**src/rtl/ring_follower_if.sv**
```systemverilog
// Observation bus for ring_follower: the sampled ring plus the decoded status.
// The monitor side (master) drives en/ring_in; the follower (slave) returns the status.
interface ring_follower_if #(
    parameter int WIDTH = 3,
    parameter int ERR_W = 8
);
    localparam int IDX_W = (WIDTH > 1) ? $clog2(WIDTH) : 1;

    logic             en;
    logic [WIDTH-1:0] ring_in;
    logic [IDX_W-1:0] idx;
    logic             valid;
    logic             locked;
    logic             err_pulse;
    logic             wrap_pulse;
    logic [ERR_W-1:0] err_cnt;

    modport master (
        output en, ring_in,
        input  idx, valid, locked, err_pulse, wrap_pulse, err_cnt
    );

    modport slave (
        input  en, ring_in,
        output idx, valid, locked, err_pulse, wrap_pulse, err_cnt
    );
endinterface

```
**src/rtl/ring_follower.sv**
```systemverilog
// One-hot ring counter follower: decodes, checks rotation order, runs a lock FSM.
// Optional macro RING_FOLLOWER_STALL_TOL_EN makes a repeated sample a legal stall.
module ring_follower #(
    parameter int WIDTH    = 3,
    parameter int LOCK_CNT = 2,
    parameter int ERR_W    = 8
) (
    input  logic          clk,
    input  logic          rst,
    ring_follower_if.slave rf
);
    localparam int IDX_W = (WIDTH > 1) ? $clog2(WIDTH) : 1;
    localparam int GC_W  = $clog2(LOCK_CNT + 1);

    typedef enum logic [1:0] {IDLE, SEARCH, LOCKED} state_t;

    state_t           state, state_n;
    logic [GC_W-1:0]  good, good_n, good_inc;
    logic [WIDTH-1:0] prev, rot_prev;
    logic [IDX_W-1:0] idx_q, dec_idx;
    logic             valid_q, locked_q, errp_q, wrap_q;
    logic             errp_n, wrap_n;
    logic [ERR_W-1:0] err_cnt_q, err_cnt_n;
    logic             onehot, match, stall;
    int               hot_cnt;

    assign rot_prev = {prev[WIDTH-2:0], prev[WIDTH-1]};

    always_comb begin
        hot_cnt = 0;
        dec_idx = '0;
        for (int i = 0; i < WIDTH; i++) begin
            if (rf.ring_in[i]) begin
                hot_cnt = hot_cnt + 1;
                dec_idx = IDX_W'(i);
            end
        end
    end

    assign onehot   = (hot_cnt == 1);
    assign match    = onehot && (rf.ring_in == rot_prev);
    assign good_inc = (good == GC_W'(LOCK_CNT)) ? good : good + 1'b1;

`ifdef RING_FOLLOWER_STALL_TOL_EN
    assign stall = onehot && (rf.ring_in == prev);
`else
    assign stall = 1'b0;
`endif

    always_comb begin
        state_n   = state;
        good_n    = good;
        errp_n    = 1'b0;
        wrap_n    = 1'b0;
        err_cnt_n = err_cnt_q;
        unique case (state)
            IDLE: begin
                if (onehot) begin
                    state_n = SEARCH;
                    good_n  = '0;
                end
            end
            SEARCH: begin
                if (stall) begin
                    state_n = SEARCH;
                end else if (match) begin
                    good_n = good_inc;
                    if (good_inc == GC_W'(LOCK_CNT))
                        state_n = LOCKED;
                end else if (onehot) begin
                    good_n = '0;
                end else begin
                    state_n = IDLE;
                    good_n  = '0;
                end
            end
            LOCKED: begin
                if (stall) begin
                    state_n = LOCKED;
                end else if (match) begin
                    good_n = good_inc;
                    wrap_n = (dec_idx == '0) && (idx_q == IDX_W'(WIDTH - 1));
                end else begin
                    // Any break drops lock; a still-legal sample lets us re-acquire from SEARCH.
                    errp_n  = 1'b1;
                    good_n  = '0;
                    state_n = onehot ? SEARCH : IDLE;
                    if (!(&err_cnt_q))
                        err_cnt_n = err_cnt_q + 1'b1;
                end
            end
            default: begin
                state_n = IDLE;
                good_n  = '0;
            end
        endcase
    end

    always_ff @(posedge clk or negedge rst) begin
        if (!rst) begin
            state     <= IDLE;
            good      <= '0;
            prev      <= '0;
            idx_q     <= '0;
            valid_q   <= 1'b0;
            locked_q  <= 1'b0;
            errp_q    <= 1'b0;
            wrap_q    <= 1'b0;
            err_cnt_q <= '0;
        end else if (rf.en) begin
            state     <= state_n;
            good      <= good_n;
            valid_q   <= onehot;
            locked_q  <= (state_n == LOCKED);
            errp_q    <= errp_n;
            wrap_q    <= wrap_n;
            err_cnt_q <= err_cnt_n;
            if (onehot) begin
                prev  <= rf.ring_in;
                idx_q <= dec_idx;
            end
        end else begin
            errp_q <= 1'b0;
            wrap_q <= 1'b0;
        end
    end

    assign rf.idx        = idx_q;
    assign rf.valid      = valid_q;
    assign rf.locked     = locked_q;
    assign rf.err_pulse  = errp_q;
    assign rf.wrap_pulse = wrap_q;
    assign rf.err_cnt    = err_cnt_q;
endmodule

```
**src/flat_wrapper.sv**
```systemverilog
// flat-port wrapper written by rule: the top's interface ports become plain ports
module ring_follower_flat 
#(
    parameter int WIDTH    = 3,
    parameter int LOCK_CNT = 2,
    parameter int ERR_W    = 8
)
  (clk, rst, rf_en, rf_ring_in, rf_idx, rf_valid, rf_locked, rf_err_pulse, rf_wrap_pulse, rf_err_cnt);
  ring_follower_if #(.WIDTH(WIDTH), .ERR_W(ERR_W)) rf_i ();
  input  logic clk;
  input  logic rst;
  input wire logic [$bits(rf_i.en)-1:0] rf_en;
  input wire logic [$bits(rf_i.ring_in)-1:0] rf_ring_in;
  output wire logic [$bits(rf_i.idx)-1:0] rf_idx;
  output wire logic [$bits(rf_i.valid)-1:0] rf_valid;
  output wire logic [$bits(rf_i.locked)-1:0] rf_locked;
  output wire logic [$bits(rf_i.err_pulse)-1:0] rf_err_pulse;
  output wire logic [$bits(rf_i.wrap_pulse)-1:0] rf_wrap_pulse;
  output wire logic [$bits(rf_i.err_cnt)-1:0] rf_err_cnt;
  assign rf_i.en = rf_en;
  assign rf_i.ring_in = rf_ring_in;
  assign rf_idx = rf_i.idx;
  assign rf_valid = rf_i.valid;
  assign rf_locked = rf_i.locked;
  assign rf_err_pulse = rf_i.err_pulse;
  assign rf_wrap_pulse = rf_i.wrap_pulse;
  assign rf_err_cnt = rf_i.err_cnt;
  ring_follower #(.WIDTH(WIDTH), .LOCK_CNT(LOCK_CNT), .ERR_W(ERR_W)) u_core (.clk(clk), .rst(rst), .rf(rf_i));
endmodule
```
**config.mk**
```make
export PLATFORM = sky130hd
export DESIGN_NAME = ring_follower_flat
export DESIGN_NICKNAME = d
export VERILOG_FILES = /design/src/rtl/ring_follower_if.sv /design/src/rtl/ring_follower.sv /design/src/flat_wrapper.sv
export SDC_FILE = /design/constraint.sdc
export NUM_CORES = 1
export LEC_CHECK = 0
export BUFFER_PORTS_ARGS = -buffer_cell sky130_fd_sc_hd__buf_2
export CORE_MARGIN = 3
export CORE_UTILIZATION = 45
export DETAILED_ROUTE_END_ITERATION = 8
export GPL_ROUTABILITY_DRIVEN = 0
export GPL_TIMING_DRIVEN = 0
export PLACE_DENSITY = 0.69
export SETUP_SLACK_MARGIN = 0.2
export SYNTH_ARGS = -nofsm -noshare
export SYNTH_HDL_FRONTEND = slang
export SYNTH_SLANG_ARGS = --single-unit
export TNS_END_PERCENT = 50
```
**constraint.sdc**
```tcl
create_clock -name clk -period 1.75 [get_ports clk]
set_input_delay 0.0875 -clock clk [delete_from_list [all_inputs] [get_ports clk]]
set_output_delay 0.0875 -clock clk [all_outputs]
set_load 0.005 [all_outputs]
```
==> metrics <==
Die Wd=56.0 um; CP required=1.96 ns; final clock skew=0.0140 ns; Vias/cell=5.43; Synth Area in Compound Gates=0.160; n_diodes=0; combinational family with the most area after synthesis=simple AND/OR/NAND/NOR gates; GRT Total Usage=0.180; Worst Path Arrival=1.94 ns; Multi-input gate area=773 um2; CTS H-tree lvls=1; Detailed Routing Iterations Pass 1=4; average size of a mapped cell=10.1 um2; fmax=578 MHz; initial core utilization=0.490; initial DRC count=27; clock buffer depth=2; Non-Filler Cell Area, Final=1650 um2; Final Max Tran Viols=0; Yosys top cell area share=0.445; Max VDD drop=0.000595 V; mux share of post-synthesis cell area=0.0300; Reg2Reg Setup Slack=0.02 ns; Ports=20; Static Leak=0.763 nW; Critical Path Source Type=flip-flop; Post-Syn Instances=111; # rows=17; Hold Fails Final Rpt=0; crit-path max FO=2; CTS tree=yes; fillers=171; CTS buffer count=3; core box area=2300 um2; HP Class=primary input to flip-flop; worst skew pair latency=0.31 ns; synthesis-stage register bit count=20; clock-pin slew on the worst setup and hold paths=0.13 ns; FFs w/ async S/R, synth=1.00; CP endpoint kind=flip-flop; largest net degree at the start of global routing=21; Seq/Total Area, Yosys=0.445; Rel. slew slack=0.639; simple-gate area share of the yosys netlist=0.175; Yosys warnings=0; Num Clock Sinks=20; top post-synthesis cells by count=dfrtp_1, nand2_1, inv_1, ha_1, o21ai_0; Vias=967; ANT nets after route=0; Worst-Margin Slew=0.541 ns; Final Setup Violations=0; CP Class=flip-flop to flip-flop; Yosys cell types=35; RSZ-0062 raised after global routing=true; initial antenna violation count=0; layout cell share with drive strength beyond 1=0.533; mapped cell area=1120 um2; Final HPWL DP=1.72 mm; number of flops mapped to enable cells by yosys=0; Final min period=1.73 ns; Clk Tree Root Cell=clkbuf_4; die height=56.0 um; Tcrit/Tclk final=0.988; synth top area cells=dfrtp_1, ha_1, nand2_1; Wirelength per Cell=15.2 um; I/O Buffers=18; PwrDens=791 nW/um2; Area Overhead vs Synth=46.7%; Synth Area in XOR/XNOR=0.0545; DIE AREA=3140 um2; count leader, synth=dfrtp_1; register area=503 um2; residual DRC count=0; vias in the first global route=1046; final wirelength=2.70 mm; number of max-cap violations=0; Synth Area in Adders=0.0890; area leader, netlist=dfrtp_1; global route overflow=0; syn nets=125; status=finished clean; ys flop type=dfrtp_1; number of nets in the layout=165; first-pass GRT wire length=4.47 mm; placed cell area=1270 um2; Pwr Total=0.00130 W
-- where the power goes --
part	switching (W)	internal, W
registers	0.0000277	0.000498
clock network	0.000149	0.000232
logic	0.000218	0.000181
total	0.000395	0.000910
-- state kept, by name (all words and copies together), names as in the netlist --
register	flops
u_core.rf.idx	2
u_core.rf.err_pulse	1
u_core.rf.wrap_pulse	1
u_core.state	2
u_core.prev	2
u_core.good	2
u_core.rf.valid	1
u_core.rf.locked	1
u_core.rf.err_cnt	8
-- layer usage --
| metal | share of wire | routed length [um] | vias to the layer above | track usage |
|---|---|---|---|---|
| met4 | 0.028 | 75 | 0 | 0.0949 |
| met3 | 0.034 | 91 | 10 | 0.0278 |
| met2 | 0.54 | 1450 | 24 | 0.334 |
| met5 | 0 | 0 | - | 0 |
| met1 | 0.40 | 1080 | 464 | 0.192 |
| li1 | - | - | 469 | - |
-- placed cells by master (no fill, tap or decap), types with 4 or more instances in the layout --
cell	count
clkbuf_4	4
o21ai_0	4
dfrtp_1	18
nand2_1	9
inv_1	5
ha_4	5
buf_2	17
buf_4	14
inv_2	6
-- final timing paths --
path	cells after the start	to	startpoint
max	6	u_core.rf.err_cnt[1]$_DFFE_PN0P_	u_core.rf.err_cnt[0]$_DFFE_PN0P_
min	2	u_core.rf.idx[0]$_DFFE_PN0P_	rf_ring_in[2]
max reg2reg	6	u_core.rf.err_cnt[1]$_DFFE_PN0P_	u_core.rf.err_cnt[0]$_DFFE_PN0P_
min reg2reg	1	u_core.rf.err_cnt[7]$_DFFE_PN0P_	u_core.rf.err_cnt[7]$_DFFE_PN0P_
max in group asynchronous	2	u_core.state[1]$_DFFE_PN0P_	rst
min in group asynchronous	2	u_core.rf.wrap_pulse$_DFF_PN0_	rst
-- layout make-up --
class,instances,area share
repair buffers,35,0.142
well taps,28,0.0212
inverters,11,0.0250
flip-flops and latches,20,0.305
plain buffers,2,0.00682
clock buffers,3,0.0136
clock inverters,1,0.0182
multi-input cells,78,0.469
-- critical path, cell delays in order, from the launching register on --
cell and delay, ns:
dfrtp_1 0.41, ha_2 0.19, and3_4 0.18, and3_4 0.18, a221oi_4 0.24, buf_6 0.15
mux2_4 0.29
-- cell families (layout without fill, tap and decap cells) --
kind of cell,after synthesis,after routing
mux,3,3
buf+inv,13,52
compound gates,25,25
xor+xnor,7,7
fa+ha+maj,8,8
flops,20,20
simple gates,35,35
-- what timing repair did --
item / 4_1_cts / 5_1_grt
cloned: 0 / 0
pin swaps: 9 / 15
hold buffers: 1 / 0
endpoints found under the setup margin: 13 / 14
resized for setup: 19 / 26
buffers inserted: 14 / 2
endpoints found under the hold margin: 20 / 0
-- stage by stage --
stage                     cells  hold WS, ns  setup slack (ns)  utilization  TNS (ns)
after global routing        178       0.0648           -0.0386        0.718   -0.0726
after detailed placement    157       0.0679            -0.218        0.553     -1.14
after CTS                   176       0.0389            0.0300        0.662         0
after floorplan             111       -0.208           -0.0109            -   -0.0109
final                       178       0.0722            0.0208        0.718         0
after global placement      157       0.0625            -0.155        0.553    -0.800
Power figures use the tool's default switching activity.
